[src/rtl/mul32_seq_pkg.sv]
// Shared encodings and sizing for the sequential shift-and-add multiplier.
package mul32_seq_pkg;

  localparam int MUL_STEPS = 32;
  localparam int CNT_W     = 5;
  localparam logic [CNT_W-1:0] LAST_STEP = CNT_W'(MUL_STEPS - 1);

  typedef enum logic [1:0] {
    ST_IDLE = 2'd0,
    ST_RUN  = 2'd1,
    ST_DONE = 2'd2
  } mul_state_t;

endpackage

[src/rtl/add32.sv]
// 32-bit adder with no carry out; overflow wraps mod 2^32.
module add32 (
  input  logic [31:0] a,
  input  logic [31:0] b,
  output logic [31:0] sum
);

  assign sum = a + b;

endmodule

[src/rtl/mul32_seq.sv]
// Iterative shift-and-add multiplier: one add32 accumulates one partial product
// per clock, returning the low 32 bits of a*b.
module mul32_seq
  import mul32_seq_pkg::*;
#(
  parameter bit EARLY_EXIT = 1'b0
) (
  input  logic        clk,
  input  logic        reset,
  input  logic        start,
  input  logic [31:0] a,
  input  logic [31:0] b,
  output logic        busy,
  output logic        done,
  output logic [31:0] product
);

  mul_state_t       state, state_nxt;
  logic [31:0]      acc, mcand, mplier;
  logic [CNT_W-1:0] count;
  logic [31:0]      add_sum, acc_nxt;
  logic             last_step;

  add32 u_add (
    .a   (acc),
    .b   (mcand),
    .sum (add_sum)
  );

  assign acc_nxt = mplier[0] ? add_sum : acc;

  // With early exit, the step that consumes the top remaining set bit ends the run.
  assign last_step = (count == LAST_STEP) ||
                     (EARLY_EXIT && ((mplier >> 1) == 32'd0));

  always_ff @(posedge clk) begin
    if (reset) state <= ST_IDLE;
    else       state <= state_nxt;
  end

  always_comb begin
    state_nxt = state;
    case (state)
      ST_IDLE, ST_DONE: state_nxt = start ? ST_RUN : ST_IDLE;
      ST_RUN:           state_nxt = last_step ? ST_DONE : ST_RUN;
      default:          state_nxt = ST_IDLE;
    endcase
  end

  always_ff @(posedge clk) begin
    if (reset) begin
      acc     <= '0;
      mcand   <= '0;
      mplier  <= '0;
      count   <= '0;
      product <= '0;
      busy    <= 1'b0;
      done    <= 1'b0;
    end else begin
      busy <= (state_nxt == ST_RUN);
      done <= (state_nxt == ST_DONE);
      case (state)
        ST_IDLE, ST_DONE: begin
          if (start) begin
            acc    <= '0;
            mcand  <= a;
            mplier <= b;
            count  <= '0;
          end
        end
        ST_RUN: begin
          acc    <= acc_nxt;
          mcand  <= mcand << 1;
          mplier <= mplier >> 1;
          count  <= count + 1'b1;
          if (last_step) product <= acc_nxt;
        end
        default: ;
      endcase
    end
  end

endmodule

[config.mk]
export PLATFORM = sky130hd
export DESIGN_NAME = mul32_seq
export DESIGN_NICKNAME = d
export VERILOG_FILES = /design/src/rtl/mul32_seq_pkg.sv /design/src/rtl/add32.sv /design/src/rtl/mul32_seq.sv
export SDC_FILE = /design/constraint.sdc
export NUM_CORES = 1
export LEC_CHECK = 0
export CORE_ASPECT_RATIO = 1.1
export CORE_UTILIZATION = 55
export CTS_CLUSTER_DIAMETER = 120
export DETAILED_ROUTE_END_ITERATION = 16
export GPL_ROUTABILITY_DRIVEN = 0
export PLACE_DENSITY = 0.81
export SLEW_MARGIN = 20
export SYNTH_ARGS = -nofsm -noshare
export SYNTH_HDL_FRONTEND = slang
export SYNTH_SLANG_ARGS = --single-unit
export TNS_END_PERCENT = 10
[constraint.sdc]
create_clock -name clk -period 3.5 [get_ports clk]
set_input_delay 0.875 -clock clk [delete_from_list [all_inputs] [get_ports clk]]
set_output_delay 0.875 -clock clk [all_outputs]
set_load 0.02 [all_outputs]
==> impl_metrics.ini <==
[cells_and_area]
area.growth.synth_to_final_pct = 23.8
postLayoutCoreUtil = 0.703
drive_above_1_share = 0.0686
final_cell_mix = 137 x dfxtp_1, 122 x a21oi_1, 120 x nand2_1, 99 x clkdlybuf4s50_1, 80 x a22oi_1
antenna_cells = 0
fin_nets = 1006
final_common_cell = dfxtp_1

[timing]
max-slew-margin-rel = 0.379
final-setup-viol-count = 0
fin_skew_ns = 0.00661
worst_slack_ns = 0.583
hold_violations = 0
fmax_mhz = 343
fin_crit_sh = 0.833
max_slew.worst_pin.slew_ns = 0.924
rsz0062_at_grt = false
slew_viol_final = 0
fin_crit_ns = 2.92
finalSetupTns_ns = 0

[worst_setup_path]
endpoint = product[24]$_SDFFE_PP0P_
worstSetupPathType = reg2reg
rrSetupSlack_ns = 0.58
cp.depth = 11
crit_start = acc[0]$_SDFFE_PP0P_
start_kind = register
path_max_fanout = 5
critPathArrivalTime_ns = 3.25
reg2reg_depth = 11
required_ns = 3.83
rr_startpoint = acc[0]$_SDFFE_PP0P_
crit_chain = ha_1 -> fa_1 -> a211oi_1 -> o21ai_0 -> o211ai_1 -> a211oi_2 -> o22ai_4 -> o21ai_0 -> xnor2_1 -> nand2_1 -> a211oi_1
crit_family = compound AO/OA/AOI/OAI gates
slowest_stage = fa_1
cp_num_buf_inv = 0
worstSetupEndpointType = register
cp_slowest_stage_delay_ns = 0.42
r2r_end = product[24]$_SDFFE_PP0P_

[pwr]
switchingPower_mw = 1.00
p_sw_frac = 0.260
power_frac_seq = 0.432
power_density_nw_per_um2 = 451
leakagePower_nw = 3.28
p_comb_frac = 0.111
p_int_mw = 2.85
peakVddDrop_v = 0.000299
clkPwrFrac = 0.456

[place]
portBuffers = 100
pre_cts_ws_ns = 0.623
dp_hpwl_um = 11800

[route]
wl_um = 18100
first_pass_iters = 6
ant_nets = 0
wl_per_cell_um = 16.9
drt_iter0_drc = 454
vias = 6565
topRoutingLayerUsed = met4
wl_met2_um = 8820
dr_wl_met3_um = 1170
drc_errors = 0
wl_met1_um = 7700
via_per_inst = 6.12

[cts]
cts.htree.levels = 4
hold_buffers = 0
ctsResizeCount = 0
cts_buffer_depth = 2
path_clk_slew_ns = 0.06
root_buffer = clkbuf_16
cts.sinks = 137
worstSkewPairLatency_ns = 0.43
cts_tree = done
post_cts_buffers = 0
numCtsBuffers = 17

[logic_synthesis]
synth_area_per_cell_sq_um = 8.27
ys_ff_latch = 137
synth.distinct_cells = 55
synth_top_area_share = 0.398
yosysWarnings = 0
syn_inst = 834
post-synth-top-area-cell = dfxtp_1
synth-edff-count = 0
syn_nets = 935
synthArstFlopShare = 0
synthTopCellsByArea = dfxtp_1 40%, a21oi_1 8.9%, a22oi_1 8.7%
synth.cell_area_sq_um = 6900
seq_area_frac_synth = 0.398
ys.flop_type = dfxtp_1

[global_routing]
grtUsageTotal = 0.293
gr-total-overflow = 0
grt_max_degree = 81
grt_first_pass_wirelength_um = 29900
antenna_found_initial = 0
first_global_vias = 6297

[status]
status = finished clean

[run]
drv_cap = 0

[floorplanning]
core_sq_um = 12100
io_pins = 101
dieArea_sq_um = 13000
fp.dieH_um = 119
die_w_um = 109
start_util = 0.568
rows = 42

[worst_hold_path]
hp-class = reg2reg
==> Yosys cell counts (7+ instances only) <==
master / count
dfxtp_1: 137
a21oi_1: 122
nand2_1: 120
a22oi_1: 80
nor2_1: 76
clkbuf_1: 40
ha_1: 33
a211oi_1: 22
xnor2_1: 21
a21o_1: 17
o21ai_0: 15
nand3_1: 14
nor3_1: 14
buf_1: 13
mux2_2: 9
nand4_1: 8
inv_1: 7
mux2i_1: 7
o21bai_1: 7
==> area by class of cell <==
| type | count | area, sq um |
|---|---|---|
| Fill cell | 932 | 3600 |
| Inverter | 8 | 30.0 |
| Tap cell | 154 | 193 |
| Timing Repair Buffer | 111 | 1110 |
| Clock buffer | 17 | 425 |
| Sequential cell | 137 | 2740 |
| Multi-Input combinational cell | 630 | 3880 |
| Clock inverter | 15 | 155 |
==> power by group through the flow <==
stage | Clock [mW] | Combinational, mW | Sequential (mW)
after global placement | 0 | 0.409 | 1.69
after floorplan | 0 | 0.273 | 1.68
after CTS | 1.77 | 0.426 | 1.66
final | 1.76 | 0.429 | 1.66
after detailed placement | 0 | 0.421 | 1.70
after global routing | 1.85 | 0.468 | 1.67
==> sequential cells by signal, indices dropped and copies added (netlist names) <==
| register | cells |
|---|---|
| done | 1 |
| count | 5 |
| acc | 32 |
| mcand | 32 |
| busy | 1 |
| mplier | 32 |
| product | 32 |
| state | 2 |
==> stage by stage <==
stage / instances / power, mW / hold WS [ns] / cell area [sq um]
finish: 1072 / 3.85 / 0.455 / 8540
global route: 1072 / 3.98 / 0.472 / 8540
CTS: 1072 / 3.86 / 0.456 / 8540
detailed placement: 1040 / 2.12 / 0.448 / 7960
floorplan: 834 / 1.95 / 0.437 / 6900
global placement: 1040 / 2.10 / 0.442 / 7960
==> how the worst min path moves through the flow <==
| stage | end | start | cells past startpoint | slack, ns |
|---|---|---|---|---|
| 2_1_floorplan | mplier[10]$_SDFFE_PP0P_ | mplier[10]$_SDFFE_PP0P_ | 2 | 0.44 |
| 3_3_place_gp | mplier[8]$_SDFFE_PP0P_ | mplier[8]$_SDFFE_PP0P_ | 2 | 0.44 |
| 3_5_place_dp | product[11]$_SDFFE_PP0P_ | product[11]$_SDFFE_PP0P_ | 2 | 0.45 |
| 4_1_cts | product[11]$_SDFFE_PP0P_ | product[11]$_SDFFE_PP0P_ | 2 | 0.46 |
| 5_1_grt | mplier[4]$_SDFFE_PP0P_ | mplier[4]$_SDFFE_PP0P_ | 2 | 0.47 |
| 6_report | mplier[15]$_SDFFE_PP0P_ | mplier[15]$_SDFFE_PP0P_ | 2 | 0.46 |
==> metal layers <==
layer  global-route usage  vias up
li1                     -     3171
met4                0.128        0
met1                0.374     3098
met2                0.473      255
met3               0.0608       41
met5                    0        -
==> tightest hold or removal path: stages (launching register included) <==
cell and delay, ns:
dfxtp_1 0.31, nand2_1 0.05, a21oi_1 0.05
==> logic make-up (layout without fill, tap and decap cells) <==
logic type	after synthesis	in the layout	synth area share
compound gates	301	301	0.284
simple gates	252	252	0.154
flops	137	137	0.398
buf+inv	67	151	0.0421
fa+ha+maj	34	34	0.0628
xor+xnor	27	27	0.0343
mux	16	16	0.0249
No activity file was read; power rests on OpenSTA's default activity.
